[src/rtl/rv32i_instr_encoder.sv]
// Streaming RV32I instruction encoder: packs decoded field bundles into 32-bit words
// through a two-stage valid/ready pipeline with address assignment and counters.
module rv32i_instr_encoder #(
  parameter int ADDR_W    = 10,
  parameter int BASE_ADDR = 0
) (
  input  logic              clk,
  input  logic              rst_n,
  input  logic              in_valid,
  output logic              in_ready,
  input  logic [2:0]        in_fmt,
  input  logic [6:0]        in_opcode,
  input  logic [4:0]        in_rd,
  input  logic [4:0]        in_rs1,
  input  logic [4:0]        in_rs2,
  input  logic [2:0]        in_funct3,
  input  logic [6:0]        in_funct7,
  input  logic [31:0]       in_imm,
  input  logic              in_restart,
  output logic              out_valid,
  input  logic              out_ready,
  output logic [31:0]       out_instr,
  output logic [ADDR_W-1:0] out_addr,
  output logic              out_err,
  output logic [ADDR_W:0]   enc_count,
  output logic [15:0]       err_count
);

  localparam logic [ADDR_W-1:0] BASE    = ADDR_W'(BASE_ADDR);
  localparam logic [ADDR_W:0]   ENC_MAX = {1'b1, {ADDR_W{1'b0}}};
  localparam logic [31:0]       NOP     = 32'h0000_0013;

  typedef struct packed {
    logic [2:0]  fmt;
    logic [6:0]  op;
    logic [4:0]  rd;
    logic [4:0]  rs1;
    logic [4:0]  rs2;
    logic [2:0]  f3;
    logic [6:0]  f7;
    logic [31:0] imm;
  } fields_t;

  function automatic logic field_err(input logic [2:0] fmt, input logic [6:0] op,
                                     input logic [31:0] imm);
    logic bad;
    case (fmt)
      3'd0:       bad = 1'b0;
      3'd1, 3'd2: bad = !((imm[31:11] == '0) || (imm[31:11] == '1));
      3'd3:       bad = !((imm[31:12] == '0) || (imm[31:12] == '1)) || imm[0];
      3'd4:       bad = (imm[11:0] != 12'd0);
      3'd5:       bad = !((imm[31:20] == '0) || (imm[31:20] == '1)) || imm[0];
      default:    bad = 1'b1;
    endcase
    return bad || (op[1:0] != 2'b11);
  endfunction

  function automatic logic [31:0] encode(input fields_t f);
    logic [31:0] w;
    case (f.fmt)
      3'd0:    w = {f.f7, f.rs2, f.rs1, f.f3, f.rd, f.op};
      3'd1:    w = {f.imm[11:0], f.rs1, f.f3, f.rd, f.op};
      3'd2:    w = {f.imm[11:5], f.rs2, f.rs1, f.f3, f.imm[4:0], f.op};
      3'd3:    w = {f.imm[12], f.imm[10:5], f.rs2, f.rs1, f.f3, f.imm[4:1], f.imm[11], f.op};
      3'd4:    w = {f.imm[31:12], f.rd, f.op};
      3'd5:    w = {f.imm[20], f.imm[10:1], f.imm[11], f.imm[19:12], f.rd, f.op};
      default: w = NOP;
    endcase
    return w;
  endfunction

  fields_t           s1_f_q, s1_f_d;
  logic              s1_v_q, s1_v_d, s1_err_q, s1_err_d;
  logic              s2_v_q, s2_v_d, out_err_q, out_err_d;
  logic [31:0]       out_instr_q, out_instr_d;
  logic [ADDR_W-1:0] addr_q, addr_d;
  logic [ADDR_W:0]   enc_q, enc_d;
  logic [15:0]       errc_q, errc_d;
  logic              adv1, adv2, accept, handshake;
  fields_t           in_f;

  assign in_f = '{fmt: in_fmt, op: in_opcode, rd: in_rd, rs1: in_rs1, rs2: in_rs2,
                  f3: in_funct3, f7: in_funct7, imm: in_imm};

  // Handshake/advance logic and next state for both stages and the counters.
  always_comb begin
    adv2      = !s2_v_q || out_ready;
    adv1      = !s1_v_q || adv2;
    in_ready  = adv1 && !in_restart;
    accept    = in_valid && in_ready;
    handshake = s2_v_q && out_ready && !in_restart;

    s1_f_d      = accept ? in_f : s1_f_q;
    s1_err_d    = accept ? field_err(in_fmt, in_opcode, in_imm) : s1_err_q;
    out_instr_d = out_instr_q;
    out_err_d   = out_err_q;
    if (adv2 && s1_v_q) begin
      // Illegal bundles still occupy a slot, so the layout of later words is unchanged.
      out_instr_d = s1_err_q ? NOP : encode(s1_f_q);
      out_err_d   = s1_err_q;
    end else begin
      out_instr_d = out_instr_q;
      out_err_d   = out_err_q;
    end

    if (in_restart) begin
      s1_v_d = 1'b0;
      s2_v_d = 1'b0;
      addr_d = BASE;
      enc_d  = '0;
      errc_d = 16'd0;
    end else begin
      s1_v_d = adv1 ? in_valid : s1_v_q;
      s2_v_d = adv2 ? s1_v_q : s2_v_q;
      addr_d = handshake ? addr_q + ADDR_W'(1) : addr_q;
      enc_d  = (handshake && enc_q != ENC_MAX) ? enc_q + (ADDR_W+1)'(1) : enc_q;
      errc_d = (handshake && out_err_q && errc_q != 16'hFFFF) ? errc_q + 16'd1 : errc_q;
    end
  end

  // Pipeline and counter registers.
  always_ff @(posedge clk or negedge rst_n) begin
    if (!rst_n) begin
      s1_f_q      <= '0;
      s1_v_q      <= 1'b0;
      s1_err_q    <= 1'b0;
      s2_v_q      <= 1'b0;
      out_err_q   <= 1'b0;
      out_instr_q <= 32'd0;
      addr_q      <= BASE;
      enc_q       <= '0;
      errc_q      <= 16'd0;
    end else begin
      s1_f_q      <= s1_f_d;
      s1_v_q      <= s1_v_d;
      s1_err_q    <= s1_err_d;
      s2_v_q      <= s2_v_d;
      out_err_q   <= out_err_d;
      out_instr_q <= out_instr_d;
      addr_q      <= addr_d;
      enc_q       <= enc_d;
      errc_q      <= errc_d;
    end
  end

  assign out_valid = s2_v_q;
  assign out_instr = out_instr_q;
  assign out_err   = out_err_q;
  assign out_addr  = addr_q;
  assign enc_count = enc_q;
  assign err_count = errc_q;

endmodule
[config.mk]
export PLATFORM = sky130hd
export DESIGN_NAME = rv32i_instr_encoder
export DESIGN_NICKNAME = d
export VERILOG_FILES = /design/src/rtl/rv32i_instr_encoder.sv
export SDC_FILE = /design/constraint.sdc
export NUM_CORES = 1
export LEC_CHECK = 0
export ABC_AREA = 1
export BUFFER_PORTS_ARGS = -buffer_cell sky130_fd_sc_hd__buf_2
export CAP_MARGIN = 20
export CORE_ASPECT_RATIO = 1.75
export CORE_UTILIZATION = 29
export CTS_BUF_LIST = sky130_fd_sc_hd__clkbuf_16
export CTS_CLUSTER_SIZE = 24
export DETAILED_ROUTE_END_ITERATION = 10
export PLACE_DENSITY_LB_ADDON = 0.25
export SYNTH_ARGS = -nofsm -noshare
export SYNTH_HDL_FRONTEND = slang
export SYNTH_SLANG_ARGS = --single-unit
export TNS_END_PERCENT = 10
[constraint.sdc]
create_clock -name clk -period 1.9 [get_ports clk]
set_clock_uncertainty 0.05 [all_clocks]
set_input_delay 0.19 -clock clk [delete_from_list [all_inputs] [get_ports clk]]
set_output_delay 0.19 -clock clk [all_outputs]
set_load 0.01 [all_outputs]
* Word level (Yosys, flattened, before mapping)
Index checks and enable logic that the tools add are counted.
W data, S select, Z words.
** Operators by class
- Add/sub/neg operators :: 3
- Multiply operators :: 0
- Divide/modulo/power cells :: 0
- Magnitude comparators :: 0
- Eq/ne operators :: 16
- Shifts and indexed selects :: 0
- Muxes and demuxes :: 13
- Bitwise logic cells :: 0
- Reductions and logical operators :: 34
** Operators with widths (count)
- $pmux W32 S6 :: 1
- $mux W16 :: 2
- $mux W32 :: 1
- $mux W11 :: 2
- $eq A21 B21 Y1 const B :: 1
- $logic_not A21 Y1 :: 1
- $eq A20 B20 Y1 const B :: 1
- $logic_not A20 Y1 :: 1
- $mux W10 :: 2
- $add A16 B1 Y16 const B :: 1
- $ne A16 B16 Y1 const B :: 1
- $eq A12 B12 Y1 const B :: 1
- $eq A3 B2 Y1 const B :: 4
- $eq A3 B3 Y1 const B :: 4
- $logic_not A12 Y1 :: 1
- $reduce_bool A12 Y1 :: 1
- $add A11 B1 Y11 const B :: 1
- $ne A11 B11 Y1 const B :: 1
- $add A10 B1 Y10 const B :: 1
- $reduce_bool A2 Y1 :: 5
- $logic_and A1 B1 Y1 :: 8
- $logic_or A1 B1 Y1 :: 8
- $eq A3 B1 Y1 const B :: 2
- $logic_not A1 Y1 :: 6
- 5 further kinds :: 9
** Storage, ports and cells
- Register bits after elaboration :: 140
- Latch bits :: 0
- Bits in writable memories :: 0
- Bits in read-only memories :: 0
- Input port bits :: 72
- Output and inout bits :: 72
- Word-level logic and storage cells :: 82
- Memories kept :: 0

* Logic depth before layout (Yosys ltp)
Gate-level depths: netlist of the first run.
- Depth after elaboration :: 6
- Mapped depth :: 10
- Depth with buffers taken out :: 10

* Worst setup path before layout of the first run
OpenSTA, ideal clock, no wires.
- Kind :: register to register
- From :: register errc_q[0] (netlist: err_count[0])
- To :: register errc_q[0] (netlist: err_count[0])
- Setup time :: 131 ps
- Arrival time :: 1501 ps
- Required time :: 1719 ps
- Slack :: 218 ps
- Stages on the path, launching flop included :: 9
- Buffers on the path :: 0
- Clock period less this slack :: 1682 ps
- Path through :: dfrtp_1 -> ha_1 -> nand3_2 -> nor3_4 -> nand3_2 -> nand2_4 -> inv_2 -> o21ai_0 -> a21oi_1
** Between the ends
- Word-level cells in the longest chain between the ends :: 3
- Elaborated cells on any way between the ends :: 6
- Classes of those cells :: 1 x add/sub; 1 x eq/ne; 2 x mux; 2 x reduce/logical
** RTL lines
- from (decl) :: line 78 : logic [15:0] errc_q, errc_d;
- from (signal assigned) :: line 142 : errc_q <= errc_d;
- $add A16 B1 Y16 / $ne A16 B16 Y1 (equally long branches) :: line 117 : errc_d = (handshake && out_err_q && errc_q != 16'hFFFF) ? errc_q + 16'd1 : errc_q;
- $mux W16 / $logic_and A1 B1 Y1 (equally long branches) :: line 117
- $mux W16 / $reduce_bool A2 Y1 (equally long branches)
Parallel ways exist; a longest one is shown, timed or not. The select of a mux whose other input is x is not followed.
A chain may end at the register's enable or synchronous reset.

* Final worst setup path of the first run
- From :: register enc_q[3] (netlist: enc_count[3])
- To :: register enc_q[6] (netlist: enc_count[6])
** Between the ends
- Word-level cells in the longest chain between the ends :: 3
- Elaborated cells on any way between the ends :: 6
- Classes of those cells :: 1 x add/sub; 1 x eq/ne; 2 x mux; 2 x reduce/logical
** RTL lines
- from (decl) :: line 77 : logic [ADDR_W:0] enc_q, enc_d;
- from (signal assigned) :: line 141 : enc_q <= enc_d;
- $add A11 B1 Y11 / $ne A11 B11 Y1 (equally long branches) :: line 116 : enc_d = (handshake && enc_q != ENC_MAX) ? enc_q + (ADDR_W+1)'(1) : enc_q;
- $mux W11 / $logic_and A1 B1 Y1 (equally long branches) :: line 116
- $mux W11 / $reduce_bool A2 Y1 (equally long branches)
Parallel ways exist; a longest one is shown, timed or not. The select of a mux whose other input is x is not followed.

==> impl_results.md, run 1 <==
* Leakage at 0.00442 uW
* Number of synthesis warnings at 0
* Top Ports at 144
* Final HPWL DP at 15100 um
* Die area at 23700 um^2
* Initial Util at 0.295
* Total Wirelength at 20000 um
* Crit path required time at 2190 ps
* PortBufs at 143
* Max-cap viol count at 0
* Core area at 22700 um^2
* Synth cell types at 37
* Antenna violations before repair at 1
* Final hold violations at 0
* Pre-CTS setup slack at 247 ps
* Vias per cell at 4.61
* Worst R2R Path Depth at 7
* Total grt overflow at 0
* CP max FO at 8
* Status: finished, final reports clean
* Startpoint types: register
* Maximum VDD drop at 551 uV
* Row count at 73
* Vias in the first global route at 6063
* Antenna viol nets, final at 0
* Synthesized cell area at 6680 um^2
* DR pass1 iterations at 6
* Area leader, netlist: dfrtp_1
* Crit path arrival time at 1960 ps
* Syn nets at 855
* Vias at 6012
* Post-synth top flop: dfrtp_1
* Post-synthesis sequential area ratio at 0.524
* CTS tree: built
* Worst setup margin at 225 ps
* Total track usage at 0.178
* Drt drc at 0
* Syn-to-layout area delta at 33.8%
* CTS Buf Count at 17
* Top-count cell post-synth: nand2_1
* Power Density at 849 nW/um^2
* Crit Path Class: reg2reg
* Synth Instances at 779
* Mean post-synth cell area at 8.58 um^2
* Top-area cell type share of the netlist area at 0.524
* Post-synth top cells: nand2_1 (166), dfrtp_1 (140), nor2_1 (102)
* Die Wd at 117 um
* Top cells by area, synth: dfrtp_1 (52%), nand2_1 (9.3%), nor2_1 (5.7%)
* Crit path time final at 1670 ps
* Hold Crit Class: in2reg
* Sink Count at 140
* Final #Nets at 1065
* Share of cells above drive strength 1 at 0.249
* FF+latch count, synth at 140
* H-tree Lvls at 4
* Final worst path period share at 0.882
* GPL Wtd Cong at 0.910
* CTS root buf: clkbuf_16
* Count of pins over their slew limit at 0
* CP endpoint kind: register
* Clock Path Buffers at 2
* Maximum clock rate at 597 MHz
* Setup Buffers After CTS at 0
* Slew HR at 0.730
* WHS Path Cells at 3
* Clock Pin Slew Worst Setup and Hold Paths at 70 ps
* Avg WL per Cell at 15.4 um
* Worst slew pin tran at 402 ps
* First-pass GRT wire length at 31400 um
* Die height at 203 um
* Worst-skew pair later-pin latency at 430 ps
* Asr flop ratio synth at 1.00
* Starting DRC count in detailed routing at 318
* Largest net degree at the start of global routing at 40
* EDFF count, synth at 0
* Hold Slack at 21.7 ps
* # setup viols final at 0
==> state kept, by name (all words and copies together) (netlist names) <==
signal / cells
enc_count: 11
err_count: 16
out_addr: 10
out_err: 1
out_instr: 32
out_valid: 1
s1_err_q: 1
s1_f_q: 67
s1_v_q: 1
==> cell usage in the layout, fill, tap and decap left out, types with 5 or more instances in the layout <==
| cell | Yosys | routed |
|---|---|---|
| a22o_1 | 7 | 7 |
| nand3_1 | 31 | 30 |
| nand4_1 | 10 | 10 |
| dfrtp_1 | 140 | 140 |
| nand2_1 | 166 | 166 |
| nor3_1 | 13 | 12 |
| inv_1 | 86 | 87 |
| o21ai_0 | 69 | 69 |
| a221oi_1 | 8 | 8 |
| dlygate4sd3_1 | 0 | 43 |
| nor2_1 | 102 | 102 |
| a21oi_1 | 45 | 45 |
| buf_12 | 0 | 5 |
| o31ai_1 | 5 | 5 |
| mux2_2 | 33 | 33 |
| buf_2 | 13 | 142 |
| xor2_1 | 7 | 7 |
| buf_4 | 2 | 23 |
| clkbuf_16 | 0 | 17 |
==> layer usage <==
metal	track usage	wire length, um
met1	0.178	7420
met2	0.334	11000
met3	0.0293	683
met5	0	0
met4	0.105	890
==> path summary, 6_finish.rpt <==
| path | start | endpoint | slack, ps |
|---|---|---|---|
| worst max register to register | enc_count[3]$_DFFE_PN0P_ | enc_count[6]$_DFFE_PN0P_ | 230 |
| worst min-delay path | in_imm[2] | s1_f_q[2]$_DFFE_PN0P_ | 20 |
| worst max-delay path | enc_count[3]$_DFFE_PN0P_ | enc_count[6]$_DFFE_PN0P_ | 230 |
| max in group asynchronous | rst_n | out_instr[26]$_DFFE_PN0P_ | 980 |
| worst min register to register | out_instr[8]$_DFFE_PN0P_ | out_instr[8]$_DFFE_PN0P_ | 420 |
| min in group asynchronous | rst_n | err_count[0]$_DFFE_PN0P_ | 190 |
==> worst max-delay path: stages (launching register included) <==
cell     delay, ps
dfrtp_1        440
nor2_1         150
nand3_1         90
nor3_1         250
nand2_1         80
nand2_1        100
nand2_1        180
o21ai_0        250
==> what timing repair did <==
action	CTS	global route
hold buffers	43	0
endpoints found under the hold margin	114	0
resized for setup	0	1
setup endpoints to repair	0	1
==> kinds of logic (layout without fill, tap and decap cells) <==
logic type	after synthesis	count (layout)	share of synthesized area
compound gates	150	150	0.128
simple gates	333	333	0.208
flops	140	140	0.524
xor+xnor	8	8	0.0105
mux	33	33	0.0556
other cells	0	1	0
buf+inv	111	334	0.0663
fa+ha+maj	4	4	0.00749
==> where the power goes <==
group / switching (uW) / internal, uW / leakage, uW
Clock: 1360 / 1790 / 0.000272
Sequential: 162 / 3240 / 0.00178
Combinational: 576 / 466 / 0.00237
Total: 2100 / 5490 / 0.00442
==> stage by stage <==
stage	instances	cell area (um^2)	total power, uW	setup TNS, ps	utilization
after floorplan	779	6680	3960	0	-
after global placement	1227	7950	4420	0	0.351
after detailed placement	1227	7950	4440	0	0.351
after CTS	1302	8930	7690	0	0.394
after global routing	1303	8940	7950	-17.5	0.395
final	1303	8940	7590	0	0.395
==> final cells by class <==
| cell class | instances | area [um^2] |
|---|---|---|
| diodes | 1 | 2.50 |
| flip-flops and latches | 140 | 3500 |
| multi-input cells | 528 | 2750 |
| clock inverters | 15 | 125 |
| repair buffers | 214 | 1430 |
| inverters | 88 | 333 |
| well taps | 300 | 375 |
| fillers | 2399 | 13700 |
| clock buffers | 17 | 425 |
No activity file was read; power rests on OpenSTA's default activity.
==> run 2: changes to the inputs <==
CORE_ASPECT_RATIO = 0.7   (was 1.75)
PLACE_DENSITY_LB_ADDON = unset   (was 0.25)
==> run 2 against run 1 <==
Compared with the run above:
- die area is essentially flat
- count of clock-buffer cells in the layout is the same
- via count grew 0.75%
==> impl_results.md, run 2 (synthesis results as in run 1) <==
* Status: finished, final reports clean
* Worst setup margin at 161 ps (-64.5 ps)
* Final HPWL DP at 14400 um (-4.7%)
* Biggest register: s1_f_q
* Pre-CTS setup slack at 180 ps (-66.4 ps)
* Commonest non-fill, non-tap cell in the layout: nand2_1
* Most frequent cells in the layout: nand2_1 (166), buf_2 (142), dfrtp_1 (140), nor2_1 (102), inv_1 (87)
* Worst R2R Path Depth at 9 (+2)
* Clock Path Buffers at 2 (unchanged)
* TNS Setup at 0 ps (unchanged)
* Die height at 129 um (-36%)
* Die area at 23700 um^2 (about the same)
* First-pass GRT wire length at 30700 um (-2.4%)
* Vias per cell at 4.61 (about the same)
* Max FFs per register at 67 (unchanged)
* Core area at 22600 um^2 (-0.14%)
* Initial Util at 0.295 (+0.000424)
* Syn-to-layout area delta at 34.3%
* Power Density at 877 nW/um^2 (+3.4%)
* Met3 routed WL at 1090 um (+60%)
* Crit path arrival time at 1990 ps (+30 ps)
* Antenna violations before repair at 0 (-1)
* WHS Path Cells at 3 (unchanged)
* Total track usage at 0.169 (-0.00920)
* Post-placement cell area at 7950 um^2 (about the same)
* Total Wirelength at 19500 um (-2.9%)
* Crit path time final at 1740 ps (+64.4 ps)
* Count of pins over their slew limit at 0 (unchanged)
* Crit path required time at 2160 ps (-30 ps)
* Filler cell count at 2303 (-4.0%)
* Layout Cells excl Fill at 1313 (+0.77%)
* Antenna viol nets, final at 0 (unchanged)
* CTS Buf Count at 17 (unchanged)
* PortBufs at 143 (unchanged)
* Avg WL per Cell at 14.8 um (-3.7%)
* Max-cap viol count at 0 (unchanged)
* H-tree Lvls at 4 (unchanged)
* Highest Signal Layer: met4
* Final worst path period share at 0.915 (+0.0339)
* Die Wd at 183 um (+57%)
* DR pass1 iterations at 5 (-1)
* Total grt overflow at 0 (unchanged)
* # setup viols final at 0 (unchanged)
* Multi-input gate area at 2760 um^2 (+0.18%)
* Slew HR at 0.682 (-0.0477)
* Sink Count at 140 (unchanged)
* M1 WL at 10000 um (+35%)
* Maximum VDD drop at 617 uV (+12%)
* CTS root buf: clkbuf_16
* Final #Nets at 1064 (-0.094%)
* CTS tree: built
* Maximum clock rate at 575 MHz (-3.7%)
* Clock Pin Slew Worst Setup and Hold Paths at 60 ps (about the same)
* Finished Cell Area at 8970 um^2 (+0.32%)
* DR WL met2 at 8240 um (-25%)
* CP max FO at 10 (+2)
* Worst-skew pair later-pin latency at 430 ps (about the same)
* Starting DRC count in detailed routing at 424 (+33%)
* Tot Pwr at 7870 uW (+3.7%)
* Row count at 46 (-37%)
* Crit Path Class: reg2reg
* Worst slew pin tran at 477 ps (+74.7 ps)
* FF+latch area at 3500 um^2 (unchanged)
* CP endpoint kind: register
* Setup Buffers After CTS at 0 (unchanged)
* Largest net degree at the start of global routing at 43 (+7.5%)
* Top Ports at 144 (unchanged)
* Vias in the first global route at 5659 (-6.7%)
* Share of cells above drive strength 1 at 0.251 (+0.00225)
* Vias at 6057 (+0.75%)
* Startpoint types: register
* Placed insts at 1240 (+1.1%)
* Leakage at 0.00443 uW (+0.13%)
* Final hold violations at 0 (unchanged)
* Drt drc at 0 (unchanged)
* RSZ-0062 raised after global routing: false
* GPL Wtd Cong at 0.852 (-6.3%)
* Diodes inserted at 0 (-1)
* Hold Crit Class: in2reg
==> run 2: cell count changes in the layout (fill, tap and decap cells not counted), sizes merged <==
cell,before,now
diode,1,0
dlygate4sd3,43,41
buf,171,172
clkinvlp,2,3
bufinv,1,3
clkinv,9,6
==> run 2: final timing paths <==
check | end | startpoint | slack, ps
min | s1_f_q[20]$_DFFE_PN0P_ | in_imm[20] | 20
max reg2reg | err_count[8]$_DFFE_PN0P_ | err_count[1]$_DFFE_PN0P_ | 160
max in group asynchronous | s1_f_q[61]$_DFFE_PN0P_ | rst_n | 980
max | err_count[8]$_DFFE_PN0P_ | err_count[1]$_DFFE_PN0P_ | 160
min reg2reg | out_instr[12]$_DFFE_PN0P_ | out_instr[12]$_DFFE_PN0P_ | 430
min in group asynchronous | enc_count[4]$_DFFE_PN0P_ | rst_n | 190
==> run 2: repair_timing <==
action,CTS,global route
gates resized for setup,0,2
hold buffers,41,0
hold endpoints to repair,77,0
setup endpoints to repair,0,4
==> run 2: area by class of cell <==
cell class	instances	area share
Clock buffer	17	0.0474
Clock inverter	15	0.0194
Inverter	88	0.0371
Multi-Input combinational cell	528	0.307
Sequential cell	140	0.391
Tap cell	312	0.0435
Timing Repair Buffer	213	0.155
==> run 2: through the flow <==
step	hold WS, ps	utilization
after floorplan	-156	-
after global placement	97.3	0.352
after detailed placement	96.0	0.352
after CTS	4.32	0.396
after global routing	15.3	0.397
final	16.3	0.397
==> run 2: worst max-delay path: stages, from the launching register on <==
cell     delay [ps]
dfrtp_1         390
ha_1            270
nand3_2         140
nor3_4          170
nand3_2         110
nand2_4         140
nand2_4         110
inv_4           110
nand2_1          50
o31ai_1          80
==> run 2: report_power, final <==
part           switching (uW)  internal (uW)
Sequential                174           3240
Clock                    1360           2060
Combinational             582            453
Total                    2120           5750
==> run 2: per-layer routing <==
| metal | GRT usage | vias to the layer above |
|---|---|---|
| met5 | 0 | - |
| met4 | 0.0363 | 0 |
| met3 | 0.0388 | 9 |
| met2 | 0.246 | 169 |
| met1 | 0.252 | 2893 |
| li1 | - | 2986 |
==> run 3: changes to the inputs <==
CTS_BUF_LIST = sky130_fd_sc_hd__clkbuf_8   (was sky130_fd_sc_hd__clkbuf_16)
==> run 3 against run 2 <==
Compared with the run above:
- register-to-register slack improved by 30 ps
- routed wire length barely moved
- via count rose by 1.7%
- die area did not move
- sequential share of layout area fell by 0.12 points
- final area rose by 0.32%
- count of clock-buffer cells in the layout rose by 1
- critical path depth did not move
- hold slack improved by 12 ps
==> impl_results.md, run 3 (synthesis results as in run 1) <==
* Syn-to-layout area delta at 34.7%
* Most frequent cells in the layout: nand2_1 (166), buf_2 (142), dfrtp_1 (140), nor2_1 (102), inv_1 (87)
* Slew HR at 0.687 (+0.00429)
* CTS tree: built
* CP max FO at 10 (unchanged)
* Vias in the first global route at 5757 (+1.7%)
* Final #Nets at 1085 (+2.0%)
* Maximum clock rate at 584 MHz (+1.5%)
* CTS root buf: clkbuf_8
* Max FFs per register at 67 (unchanged)
* Worst slew pin tran at 470 ps (-6.44 ps)
* Sw Share at 0.285 (+0.0159)
* Combinational Power Share at 0.151 (+0.019)
* Max-cap viol count at 0 (unchanged)
* DR WL met2 at 8210 um (-0.36%)
* Count of pins over their slew limit at 0 (unchanged)
* Highest Signal Layer: met4
* Vias at 6158 (+1.7%)
* Worst-skew pair later-pin latency at 450 ps (+20 ps)
* Tot Pwr at 7060 uW (-10%)
* Power Density at 785 nW/um^2 (-11%)
* Crit path required time at 2190 ps (+30 ps)
* Final Util at 0.398 (+0.00127)
* Worst setup path start: err_count[1]$_DFFE_PN0P_
* Setup Buffers After CTS at 0 (unchanged)
* Leakage at 0.00443 uW (+0.14%)
* Commonest non-fill, non-tap cell in the layout: nand2_1
* Crit path time final at 1710 ps (-26.2 ps)
* Worst setup margin at 187 ps (+26.2 ps)
* Starting DRC count in detailed routing at 397 (-6.4%)
* Row count at 46 (unchanged)
* Drt drc at 0 (unchanged)
* Antenna viol nets, final at 0 (unchanged)
* RSZ-0062 raised after global routing: false
* Sink Count at 140 (unchanged)
* Final hold violations at 0 (unchanged)
* Antenna violations before repair at 0 (unchanged)
* Core area at 22600 um^2 (unchanged)
* Crit path max-delay cell type: dfrtp_1
* Total grt overflow at 0 (unchanged)
* Vias per cell at 4.62 (about the same)
* Die Wd at 183 um (unchanged)
* # setup viols final at 0 (unchanged)
* WP buf/inv at 1 (unchanged)
* Pre-CTS setup slack at 180 ps (unchanged)
* Internal at 5050 uW (-12%)
* Crit Path Class: reg2reg
* Crit-path cells: ha_1 > nand3_2 > nor3_4 > nand3_2 > nand2_4 > nand2_4 > inv_4 > nand2_1 > o31ai_1
* Final HPWL DP at 14400 um (unchanged)
* Sw Pwr at 2020 uW (-5.0%)
* GPL Wtd Cong at 0.852 (unchanged)
* Top Ports at 144 (unchanged)
* M1 WL at 10000 um (+0.16%)
* Met3 routed WL at 1090 um (-0.46%)
* R2R setup slack at 190 ps (+30 ps)
* Startpoint types: register
* Total Wirelength at 19400 um (about the same)
* Biggest register: s1_f_q
* Avg WL per Cell at 14.6 um (-1.6%)
* Crit path arrival time at 2000 ps (about the same)
* TNS Setup at 0 ps (unchanged)
* Largest net degree at the start of global routing at 43 (unchanged)
* Total track usage at 0.169 (+0.000382)
* DR pass1 iterations at 5 (unchanged)
* Share of cells above drive strength 1 at 0.247 (-0.00417)
* H-tree Lvls at 4 (unchanged)
* Clock Pin Slew Worst Setup and Hold Paths at 80 ps (+20 ps)
* CTS Buf Count at 17 (unchanged)
* Status: finished, final reports clean
* Hold Crit Class: in2reg
* Reg-to-reg startpoint: err_count[1]$_DFFE_PN0P_
* CP top delay family: simple AND/OR/NAND/NOR gates
* Power share of the sequential group at 0.482 (+0.049)
* Clock Path Buffers at 2 (unchanged)
* Final worst path period share at 0.902 (-0.0138)
* PortBufs at 143 (unchanged)
* Die area at 23700 um^2 (unchanged)
* Clock group share of total power at 0.367 (-0.068)
* CP endpoint kind: register
* First-pass GRT wire length at 30800 um (+0.52%)
* Worst hold start: in_imm[0]
* Maximum VDD drop at 384 uV (-38%)
* Die height at 129 um (unchanged)
* Diodes inserted at 0 (unchanged)
* Slowest stage delay, CP at 410 ps (+20 ps)
* Initial Util at 0.295 (unchanged)
run 3: layer usage:
layer	vias to the layer above	global-route usage
li1	3029	-
met1	2925	0.254
met2	192	0.247
met3	12	0.0385
met4	0	0.0333
met5	-	0
run 3: cell type report:
class | instances | area [um^2]
Clock inverter | 14 | 170
Inverter | 88 | 333
Fill cell | 2303 | 13600
Multi-Input combinational cell | 528 | 2760
Timing Repair Buffer | 234 | 1600
Tap cell | 312 | 390
Sequential cell | 140 | 3500
Clock buffer | 18 | 248
run 3: final timing paths:
check / to / cells past startpoint
worst max-delay path: err_count[8]$_DFFE_PN0P_ / 9
worst min-delay path: s1_f_q[0]$_DFFE_PN0P_ / 3
worst max register to register: err_count[8]$_DFFE_PN0P_ / 9
worst min register to register: out_instr[12]$_DFFE_PN0P_ / 2
max in group asynchronous: s1_f_q[61]$_DFFE_PN0P_ / 3
min in group asynchronous: enc_count[4]$_DFFE_PN0P_ / 2
run 3: worst register-to-register path, cell delays in order (launching register included):
cell,delay [ps]
dfrtp_1,410
ha_1,260
nand3_2,130
nor3_4,160
nand3_2,100
nand2_4,150
nand2_4,110
inv_4,110
nand2_1,50
o31ai_1,70
run 3: what timing repair did:
| item | CTS | global route |
|---|---|---|
| hold buffers | 62 | 0 |
| setup endpoints to repair | 0 | 4 |
| hold endpoints to repair | 169 | 0 |
| gates resized for setup | 0 | 2 |
run 3: power groups by stage:
stage / clock [uW] / sequential, uW / combinational (uW)
6_report: 2590 / 3400 / 1070
5_1_grt: 2770 / 3430 / 1200
4_1_cts: 2660 / 3400 / 1080
3_5_place_dp: 0 / 3460 / 979
3_3_place_gp: 0 / 3450 / 963
2_1_floorplan: 0 / 3420 / 544
run 3: through the flow:
step | cell area [um^2] | hold WS, ps | cells
2_1_floorplan | 6680 | -156 | 779
3_3_place_gp | 7950 | 97.3 | 1240
3_5_place_dp | 7950 | 96.0 | 1240
4_1_cts | 8990 | 1.00 | 1334
5_1_grt | 9000 | 24.3 | 1334
6_report | 9000 | 27.9 | 1334
